### config.mk
export PLATFORM = sky130hd
export DESIGN_NAME = instr_fetch
export DESIGN_NICKNAME = d
export VERILOG_FILES = /design/src/rtl/fetch_pkg.sv /design/src/rtl/fetch_pc.sv /design/src/rtl/instr_fetch.sv
export SDC_FILE = /design/constraint.sdc
export NUM_CORES = 1
export LEC_CHECK = 0
export ABC_CLOCK_PERIOD_IN_PS = 2700
export CAP_MARGIN = 10
export CORE_AREA = 5 5 94 96
export CTS_CLUSTER_DIAMETER = 40
export CTS_CLUSTER_SIZE = 14
export DETAILED_ROUTE_END_ITERATION = 7
export DIE_AREA = 0 0 99 101
export PLACE_DENSITY = 0.83
export SYNTH_ARGS = -nofsm -noshare
export SYNTH_HDL_FRONTEND = slang
export SYNTH_SLANG_ARGS = --single-unit
### constraint.sdc
create_clock -name clk -period 2.7 [get_ports clk]
set_clock_uncertainty 0.15 [all_clocks]
set_input_delay 0.54 -clock clk [delete_from_list [all_inputs] [get_ports clk]]
set_output_delay 0.54 -clock clk [all_outputs]
set_load 0.005 [all_outputs]
### src/rtl/fetch_pkg.sv
// Shared widths, opcode constants and state encoding for the instruction fetch unit.
package fetch_pkg;

    localparam int unsigned OPC_W  = 5;
    localparam int unsigned OPND_W = 16;
    localparam int unsigned ADDR_W = 16;

    localparam logic [OPC_W-1:0] JMP_OPC = 5'b01001;

    typedef enum logic [1:0] {
        FILL = 2'd0,
        RUN  = 2'd1,
        HALT = 2'd2
    } state_e;

    // True when the word is an unconditional jump back to the address it was fetched from.
    function automatic logic is_self_jump(
        input logic [OPC_W-1:0]  opc,
        input logic [OPND_W-1:0] opnd,
        input logic [ADDR_W-1:0] pc,
        input logic [OPC_W-1:0]  jmp_opc
    );
        return (opc == jmp_opc) && (opnd == pc);
    endfunction

endpackage

### src/rtl/fetch_pc.sv
// Program counter: redirect on jump, otherwise increment (16-bit wrap) when a word is loaded.
module fetch_pc #(
    parameter logic [15:0] RESET_ADDR = 16'h0000
) (
    input  logic        clk,
    input  logic        rst_n,
    input  logic        i_jmp,
    input  logic [15:0] i_jmp_addr,
    input  logic        i_inc,
    output logic [15:0] o_pc
);
    import fetch_pkg::*;

    logic [ADDR_W-1:0] r_pc;

    always_ff @(posedge clk or negedge rst_n) begin
        if (!rst_n) begin
            r_pc <= RESET_ADDR;
        end else if (i_jmp) begin
            r_pc <= i_jmp_addr;
        end else if (i_inc) begin
            r_pc <= r_pc + 16'd1;
        end
    end

    assign o_pc = r_pc;

endmodule

### src/rtl/instr_fetch.sv
// Instruction fetch unit: owns the PC, latches ROM words into the IR and hands them to the
// decoder over valid/ready, with jump redirect, halt/resume and self-loop halt detection.
module instr_fetch #(
    parameter int unsigned ROM_WIDTH  = 21,
    parameter logic [15:0] RESET_ADDR = 16'h0000,
    parameter logic [4:0]  JMP_OPC    = 5'b01001,
    parameter bit          SELF_HALT  = 1'b1
) (
    input  logic                 clk,
    input  logic                 rst_n,
    output logic [15:0]          o_rom_addr,
    input  logic [ROM_WIDTH-1:0] i_rom_data,
    output logic [ROM_WIDTH-1:0] o_ir,
    output logic [15:0]          o_ir_pc,
    output logic                 o_ir_valid,
    input  logic                 i_ir_ready,
    input  logic                 i_jmp_valid,
    input  logic [15:0]          i_jmp_addr,
    input  logic                 i_halt_req,
    input  logic                 i_resume,
    output logic                 o_halted,
    output logic [15:0]          o_fetch_cnt
);
    import fetch_pkg::*;

    state_e                r_state;
    state_e                w_state_d;
    logic [ROM_WIDTH-1:0]  r_ir;
    logic [ADDR_W-1:0]     r_ir_pc;
    logic                  r_ir_valid;
    logic                  r_halted;
    logic [15:0]           r_fetch_cnt;
    logic [ADDR_W-1:0]     w_pc;
    logic                  w_deliver;
    logic                  w_self_halt;
    logic                  w_load;

    assign w_deliver   = r_ir_valid & i_ir_ready;
    assign w_self_halt = SELF_HALT && w_deliver &&
                         is_self_jump(r_ir[ROM_WIDTH-1 -: OPC_W], r_ir[OPND_W-1:0], r_ir_pc,
                                      JMP_OPC);
    // A self-loop delivery suppresses the parallel load so the PC stays put for resume.
    assign w_load = (r_state != HALT) & ~i_jmp_valid & ~w_self_halt &
                    (~r_ir_valid | i_ir_ready);

    fetch_pc #(
        .RESET_ADDR (RESET_ADDR)
    ) u_fetch_pc (
        .clk        (clk),
        .rst_n      (rst_n),
        .i_jmp      (i_jmp_valid),
        .i_jmp_addr (i_jmp_addr),
        .i_inc      (w_load),
        .o_pc       (w_pc)
    );

    always_comb begin
        w_state_d = r_state;
        if (i_jmp_valid) begin
            w_state_d = FILL;
        end else if (w_self_halt) begin
            w_state_d = HALT;
        end else begin
            unique case (r_state)
                FILL, RUN: begin
                    if (i_halt_req) begin
                        w_state_d = HALT;
                    end else if (w_load) begin
                        w_state_d = RUN;
                    end
                end
                HALT: begin
                    if (i_resume && !i_halt_req) begin
                        w_state_d = RUN;
                    end
                end
                default: w_state_d = FILL;
            endcase
        end
    end

    always_ff @(posedge clk or negedge rst_n) begin
        if (!rst_n) begin
            r_state     <= FILL;
            r_halted    <= 1'b0;
            r_ir        <= '0;
            r_ir_pc     <= '0;
            r_ir_valid  <= 1'b0;
            r_fetch_cnt <= '0;
        end else begin
            r_state  <= w_state_d;
            r_halted <= (w_state_d == HALT);
            if (w_deliver && (r_fetch_cnt != 16'hFFFF)) begin
                r_fetch_cnt <= r_fetch_cnt + 16'd1;
            end
            if (i_jmp_valid) begin
                r_ir_valid <= 1'b0;
            end else if (w_load) begin
                r_ir       <= i_rom_data;
                r_ir_pc    <= w_pc;
                r_ir_valid <= 1'b1;
            end else if (w_deliver) begin
                r_ir_valid <= 1'b0;
            end
        end
    end

    assign o_rom_addr  = w_pc;
    assign o_ir        = r_ir;
    assign o_ir_pc     = r_ir_pc;
    assign o_ir_valid  = r_ir_valid;
    assign o_halted    = r_halted;
    assign o_fetch_cnt = r_fetch_cnt;

endmodule

==> summary.txt, run 1 <==
Yosys
  • Async set-reset flop share out of synthesis: 1.000
  • #FFs+latches synth: 73
  • Yosys cell types: 44
  • Most common library cells after synthesis: 73 x dfrtp_1, 30 x mux2_4, 20 x xor2_1, 17 x nand2_1, 16 x nor2_1
  • Sequential fraction of the synthesis area: 0.5105
  • Synth Net Count: 342
  • Synthesized area: 0.003578 mm^2
  • Synth Area per Inst: 12.05 um^2
  • Yosys top cell area share: 0.5105
  • Top cells by area, synth: dfrtp_1 51%, mux2_4 13%, xor2_1 4.9%
  • Post-synth top area cell: dfrtp_1
  • Cells after synthesis: 297
  • Most frequent cell after synthesis: dfrtp_1
  • Yosys warnings: 0
  • Ys flop type: dfrtp_1
  • EDFF count, synth: 0

Placement
  • Placed Cells: 515
  • # port buffers: 113
  • Placed cell area: 0.004856 mm^2
  • Dpl hpwl: around 7000 um
  • Place WS: -0.009000 ns
  • Gpl congestion: 0.8477

STA
  • Fmax: 0.4160 GHz
  • Final period utilization: 0.8904
  • Tmin final: 2.404 ns
  • Relative slew slack: 0.3939
  • Final hold vios: 0
  • Post-route setup slack: ~0.30 ns
  • Unrepaired setup endpoints after global routing: no
  • Transition time at the pin with the least slew margin: 0.9092 ns
  • Final setup viols: 0
  • Slew Limit Fails: 0

Cells and area
  • Synthesis-to-finish area growth: 41.33%
  • Finished Cell Area: 0.005057 mm^2
  • Ant. Diodes: 0
  • Layout cell share with drive strength beyond 1: 0.1690
  • Final core occ: 0.6346
  • NumNets Final: about 470
  • Final std cells w/o fill: ~530

GRT
  • Initial antenna violation count: 0
  • First-pass GRT wire length: 14530 um
  • GRT Total Usage: 0.1870
  • Gr ovfl total: 0
  • Number of global-route vias before repair: 2751
  • Largest net degree at the start of global routing: 74

Floorplan
  • Die span in x: 99 um
  • Initial Util: 0.4491
  • Die span in y: 101 um
  • Die area: 0.009999 mm^2
  • Core area: 0.007969 mm^2
  • Row count: 33
  • Io pins: 114

Power and ir drop
  • P_leak: about 2.2 nW
  • Pwr Density: 660.9 mW/mm^2
  • Worst vdd ir: 0.3037 mV

Drt
  • Routed Wire Length: around 9000 um
  • Drt pass-1 iters: 4
  • Total number of vias: 2778
  • Antenna-violating nets left: 0
  • Routed WL per cell: 17.33 um
  • DRT iter0 DRCs: between 100 and 150
  • DRC violations left: 0
  • Avg Vias per Cell: roughly 5.2

Clocking
  • Num CTS Buffers: 9
  • Clock latency at the later pin of the worst-skew pair: 0.35 ns
  • Post-CTS Resized: 0
  • Post-CTS Setup Inserts: 0
  • CTS Buffer Depth: 2
  • Clk slew on worst S/H paths: about 0.09 ns
  • CTS root buffer: clkbuf_8
  • H-Tree Level Count: 3
  • TritonCTS clock tree: built
  • Clock Sinks: 73
  • Hold_buf cts: 0

Run
  • Maxcap violations: 0

Worst setup path
  • Worst-path maximum fanout: 31
  • Worst Path Required: 2.79 ns
  • Register-to-Register Path Depth: 7
  • R2R Setup Slk: 0.30 ns
  • Critical R2R Launch: o_ir[6]
  • Crit. End Element: flip-flop
  • Slowest cell delay on critical path: 0.43 ns
  • Worst EP arrival: about 2.5 ns
  • Reg2reg end: o_ir[1]
  • Crit-path slowest cell: dfrtp_1
  • CP Cell Sequence: xor2_1 -> nor4_1 -> nand3_1 -> o21ai_2 -> nor2_4 -> buf_12 -> mux2_4
  • Crit start category: flip-flop
  • Crit. Startpoint: o_ir[6]
  • WS Path Type: reg -> reg

Status
  • Outcome: completed

Worst hold path
  • HP Class: in -> async
[metrics by stage]
stage                      TNS, ns  hold slack, ns  power (mW)
after floorplan                  0         0.09441       1.908
after global routing             0          0.2297       3.529
final                            0          0.1675       3.342
after detailed placement  -0.01596          0.3409       2.504
after global placement           0          0.3270       2.472
after CTS                        0          0.1967       3.380
[registers in the layout, summed over array words and instances, names as in the netlist]
register	flops
o_fetch_cnt	16
o_halted	1
o_ir	21
o_ir_pc	16
o_ir_valid	1
r_state	2
u_fetch_pc.o_pc	16
[cell usage in the layout (no fill, tap or decap), types with 8 or more instances in the layout]
master / instances
nand3_1: 14
clkdlybuf4s50_1: 112
mux2_4: 30
and3_1: 8
mux2_2: 9
buf_4: 8
xor2_1: 20
nand2_1: 17
inv_1: 10
dfrtp_1: 73
clkbuf_8: 9
nor2_1: 16
xnor2_1: 14
[how the worst max path moves through the flow]
stage / slack, ns / to / cells after the start
floorplan: 0.61 / o_ir[0] / 7
global placement: 0.07 / o_ir[0] / 8
detailed placement: -0.009 / o_ir[1] / 8
CTS: 0.28 / o_ir[19] / 7
global route: 0.19 / o_ir[12] / 7
finish: 0.30 / o_ir[1] / 7
[critical path: cells and delay by family, from the launching register on]
| family | cells | cell delay (ns) |
|---|---|---|
| DFF | 1 | 0.43 |
| xor gates and xnor gates | 1 | 0.17 |
| AOI/OAI and AO/OA | 1 | 0.25 |
| and+or+nand+nor | 3 | 0.75 |
| muxes | 1 | 0.32 |
| buffers and inverters | 1 | 0.20 |
[cells by family after synthesis]
| family | share of synthesized area |
|---|---|
| adder cells (fa/ha/maj) | 0.006992 |
| multiplexers | 0.1626 |
| AND/OR/NAND/NOR | 0.1374 |
| AO/OA/AOI/OAI | 0.07238 |
| XOR/XNOR | 0.08322 |
| flip-flops | 0.5105 |
| buffers and inverters | 0.02692 |
[cell type report]
type / count / area (um^2)
inverter: 11 / 41.29
fill: 598 / 2912
clock buffer: 9 / 123.9
clock inverter: 7 / 77.57
sequential: 73 / 1827
timing repair buffer: 121 / 1201
multi-input combinational: 205 / 1655
tap: 105 / 131.4
[power breakdown]
group,internal (mW),leakage (nW),switching (mW)
registers,1.28,0.876,0.223
logic,0.641,1.19,0.337
clock network,0.434,0.100,0.430
[metal layers]
metal	vias to the layer above	routed length (um)	part of all wire	global-route usage
met2	95	4488	0.49	0.2960
li1	1320	-	-	-
met4	0	235	0.026	0.08298
met3	20	505	0.055	0.04706
met1	1343	3972	0.43	0.2431
met5	-	0	0	0
Note: power is estimated with default switching activity, not from simulation.
==> inputs of run 2 (changes only) <==
--- a/config.mk
+++ b/config.mk
@@ -6,7 +6,7 @@
 export NUM_CORES = 1
 export LEC_CHECK = 0
 export ABC_CLOCK_PERIOD_IN_PS = 2700
-export CAP_MARGIN = 10
+export CAP_MARGIN = 0
 export CORE_AREA = 5 5 94 96
 export CTS_CLUSTER_DIAMETER = 40
 export CTS_CLUSTER_SIZE = 14
==> results of run 2 <==
Same layout as run 1: the final DEF is identical, and so are final timing and power.
==> inputs of run 3 (changes only) <==
--- a/config.mk
+++ b/config.mk
@@ -5,13 +5,14 @@
 export SDC_FILE = /design/constraint.sdc
 export NUM_CORES = 1
 export LEC_CHECK = 0
+export ABC_AREA = 1
 export ABC_CLOCK_PERIOD_IN_PS = 2700
 export CAP_MARGIN = 0
-export CORE_AREA = 5 5 94 96
+export CORE_AREA = 5 5 95 97
 export CTS_CLUSTER_DIAMETER = 40
 export CTS_CLUSTER_SIZE = 14
 export DETAILED_ROUTE_END_ITERATION = 7
-export DIE_AREA = 0 0 99 101
+export DIE_AREA = 0 0 100 102
 export PLACE_DENSITY = 0.83
 export SYNTH_ARGS = -nofsm -noshare
 export SYNTH_HDL_FRONTEND = slang
==> summary.txt, run 3 <==
Placement
  • Place WS: 0.08260 ns (was -0.009000 ns)
  • Gpl congestion: 0.9193 (was 0.8477)
  • Dpl hpwl: 7527 um (was 6957 um)
  • Placed cell area: 0.004867 mm^2 (was 0.004856 mm^2)
  • # port buffers: 113 (unchanged)

Drt
  • DRT iter0 DRCs: 205 (was 126)
  • Avg Vias per Cell: 4.972 (was 5.232)
  • Drt pass-1 iters: 4 (unchanged)
  • Routed Wire Length: 9893 um (was 9202 um)
  • DRC violations left: 0 (unchanged)
  • Routed WL per cell: 14.34 um (was 17.33 um)
  • Antenna-violating nets left: 0 (unchanged)
  • Total number of vias: 3431 (was 2778)

Floorplan
  • Initial Util: 0.4563 (was 0.4491)
  • Die span in x: 100 um (was 99 um)
  • Die span in y: 102 um (was 101 um)
  • Die area: 0.01020 mm^2 (was 0.009999 mm^2)
  • Core area: 0.008051 mm^2 (was 0.007969 mm^2)
  • Io pins: 114 (unchanged)
  • Row count: 33 (unchanged)

Yosys
  • #FFs+latches synth: 73 (unchanged)
  • Most frequent cell after synthesis: nand2_1 (was dfrtp_1)
  • Synth Net Count: 510 (was 342)
  • Yosys top cell area share: 0.4973 (was 0.5105)
  • Cells after synthesis: 465 (was 297)
  • Top cells by area, synth: dfrtp_1 50%, nand2_1 17%, inv_1 4.9% (was dfrtp_1 51%, mux2_4 13%, xor2_1 4.9%)
  • Most common library cells after synthesis: 167 x nand2_1, 73 x dfrtp_1, 48 x inv_1, 32 x nor2_1, 24 x nand3_1 (was 73 x dfrtp_1, 30 x mux2_4, 20 x xor2_1, 17 x nand2_1, 16 x nor2_1)
  • Sequential fraction of the synthesis area: 0.4973 (was 0.5105)
  • Post-synth top area cell: dfrtp_1 (unchanged)
  • Synthesized area: 0.003674 mm^2 (was 0.003578 mm^2)
  • Yosys warnings: 0 (unchanged)
  • Async set-reset flop share out of synthesis: 1.000 (unchanged)
  • Synth Area per Inst: 7.900 um^2 (was 12.05 um^2)
  • Ys flop type: dfrtp_1 (unchanged)
  • Yosys cell types: 31 (was 44)
  • EDFF count, synth: 0 (unchanged)

STA
  • Final period utilization: 0.8438 (was 0.8904)
  • Transition time at the pin with the least slew margin: 0.8963 ns (was 0.9092 ns)
  • Sum Neg Setup Slack: 0 ns (unchanged)
  • Worst hold margin: 0.1736 ns (was 0.1675 ns)
  • Fmax: 0.4389 GHz (was 0.4160 GHz)
  • Tmin final: 2.278 ns (was 2.404 ns)
  • Slew Limit Fails: 0 (unchanged)
  • Final hold vios: 0 (unchanged)
  • Post-route setup slack: 0.4218 ns (was 0.2959 ns)
  • Unrepaired setup endpoints after global routing: no (unchanged)
  • Relative slew slack: 0.4025 (was 0.3939)
  • Final setup viols: 0 (unchanged)

Clocking
  • CTS root buffer: clkbuf_8 (unchanged)
  • CTS Buffer Depth: 2 (unchanged)
  • Clock Sinks: 73 (unchanged)
  • Hold_buf cts: 0 (unchanged)
  • Post-CTS Resized: 0 (unchanged)
  • TritonCTS clock tree: built (unchanged)
  • Clock latency at the later pin of the worst-skew pair: 0.34 ns (was 0.35 ns)
  • Clk slew on worst S/H paths: 0.07 ns (was 0.09 ns)
  • Post-CTS Setup Inserts: 0 (unchanged)
  • H-Tree Level Count: 3 (unchanged)
  • Num CTS Buffers: 9 (unchanged)

Status
  • Outcome: completed (unchanged)

Worst setup path
  • Crit. End Element: flip-flop (unchanged)
  • Crit start category: input pin (was flip-flop)
  • Worst Path Required: 2.78 ns (was 2.79 ns)
  • Worst EP arrival: 2.36 ns (was 2.49 ns)
  • WS Path Type: in -> reg (was reg -> reg)
  • Worst-path maximum fanout: 43 (was 31)

Worst hold path
  • HP Class: in -> async (unchanged)

Cells and area
  • Leading cell types in the layout, fill and taps excluded: 167 x nand2_1, 112 x clkdlybuf4s50_1, 73 x dfrtp_1 (was 112 x clkdlybuf4s50_1, 73 x dfrtp_1, 30 x mux2_4)
  • Finished Cell Area: 0.005056 mm^2 (was 0.005057 mm^2)
  • Ant. Diodes: 0 (unchanged)
  • Max FFs per register: 21 (unchanged)
  • NumNets Final: 625 (was 466)
  • Fillers: 677 (was 598)
  • Layout cell share with drive strength beyond 1: 0.05983 (was 0.1690)
  • Commonest non-fill, non-tap cell in the layout: nand2_1 (was clkdlybuf4s50_1)
  • Synthesis-to-finish area growth: 37.64% (was 41.33%)

GRT
  • Number of global-route vias before repair: 3537 (was 2751)
  • Initial antenna violation count: 0 (unchanged)
  • First-pass GRT wire length: 16470 um (was 14530 um)
  • GRT Total Usage: 0.2032 (was 0.1870)
  • Largest net degree at the start of global routing: 74 (unchanged)
  • Gr ovfl total: 0 (unchanged)

Power and ir drop
  • P_leak: 2.400 nW (was 2.165 nW)
  • Worst vdd ir: 0.3126 mV (was 0.3037 mV)
  • Total power: 3.333 mW (was 3.342 mW)
  • Pwr Density: 659.1 mW/mm^2 (was 660.9 mW/mm^2)

Run
  • Maxcap violations: 0 (unchanged)
## run 3: cell types whose count changed in the layout (fill, tap and decap cells not counted), moves of 10 or more
cell and delta:
inv_1 +38, mux2_4 -30, o21ai_1 +18, nand3_1 +10
nor2_1 +16, o21ai_0 +11, nand2_1 +150
## run 3: logic make-up after synthesis
| logic type | after synthesis | synth area share |
|---|---|---|
| DFF | 73 | 0.4973 |
| xor gates and xnor gates | 29 | 0.06914 |
| and+or+nand+nor | 246 | 0.2769 |
| AOI/OAI and AO/OA | 47 | 0.06676 |
| adders and majority gates | 2 | 0.006811 |
| buffers and inverters | 67 | 0.08038 |
| muxes | 1 | 0.002725 |
## run 3: area by class of cell
cell class              count  area, um^2  share of cell area
flip-flops and latches     73        1827              0.3613
well taps                 105       131.4             0.02598
multi-input cells         325        1551              0.3069
clock inverters             3       40.04            0.007919
inverters                  55       206.4             0.04083
repair buffers            116        1151              0.2277
clock buffers              13       148.9             0.02945
## run 3: worst max-delay path, stage by stage
cell             delay [ns]
clkdlybuf4s50_1        0.47
nand2_1                0.07
inv_2                  0.07
nand2_1                0.05
nor2_1                 0.07
nand2_1                0.06
nor2_2                 0.12
nand3_2                0.13
nand2_4                0.17
inv_2                  0.31
nand2_1                0.20
nand3_1                0.09
## run 3: power by group
group | total, mW | switching, mW | leakage [nW] | internal, mW
logic | 0.984 | 0.429 | 1.39 | 0.555
clock network | 0.838 | 0.388 | 0.0974 | 0.451
registers | 1.51 | 0.228 | 0.909 | 1.28
total | 3.33 | 1.04 | 2.40 | 2.29
## run 3: through the flow
step,utilization,std cells
after floorplan,-,465
after global placement,0.6045,674
after detailed placement,0.6045,674
after CTS,0.6280,690
after global routing,0.6280,690
final,0.6280,690
## run 3: path summary, 6_finish.rpt
check / start / endpoint / slack [ns] / depth (start not counted)
worst max-delay path: i_ir_ready / u_fetch_pc.o_pc[8] / 0.42 / 12
worst max register to register: o_ir_pc[15] / u_fetch_pc.o_pc[8] / 0.59 / 11
min in group clk: o_fetch_cnt[8] / o_fetch_cnt[8] / 0.35 / 1
max in group asynchronous: rst_n / u_fetch_pc.o_pc[6] / 1.65 / 1
worst min-delay path: rst_n / o_fetch_cnt[1] / 0.17 / 1
worst min register to register: o_fetch_cnt[8] / o_fetch_cnt[8] / 0.35 / 1
## run 3: layer usage
metal,global-route usage,share of wire,up-vias
met5,0,0,-
met4,0.07979,0.022,0
met3,0.04573,0.068,23
met2,0.3433,0.49,124
met1,0.2554,0.42,1612
li1,-,-,1672
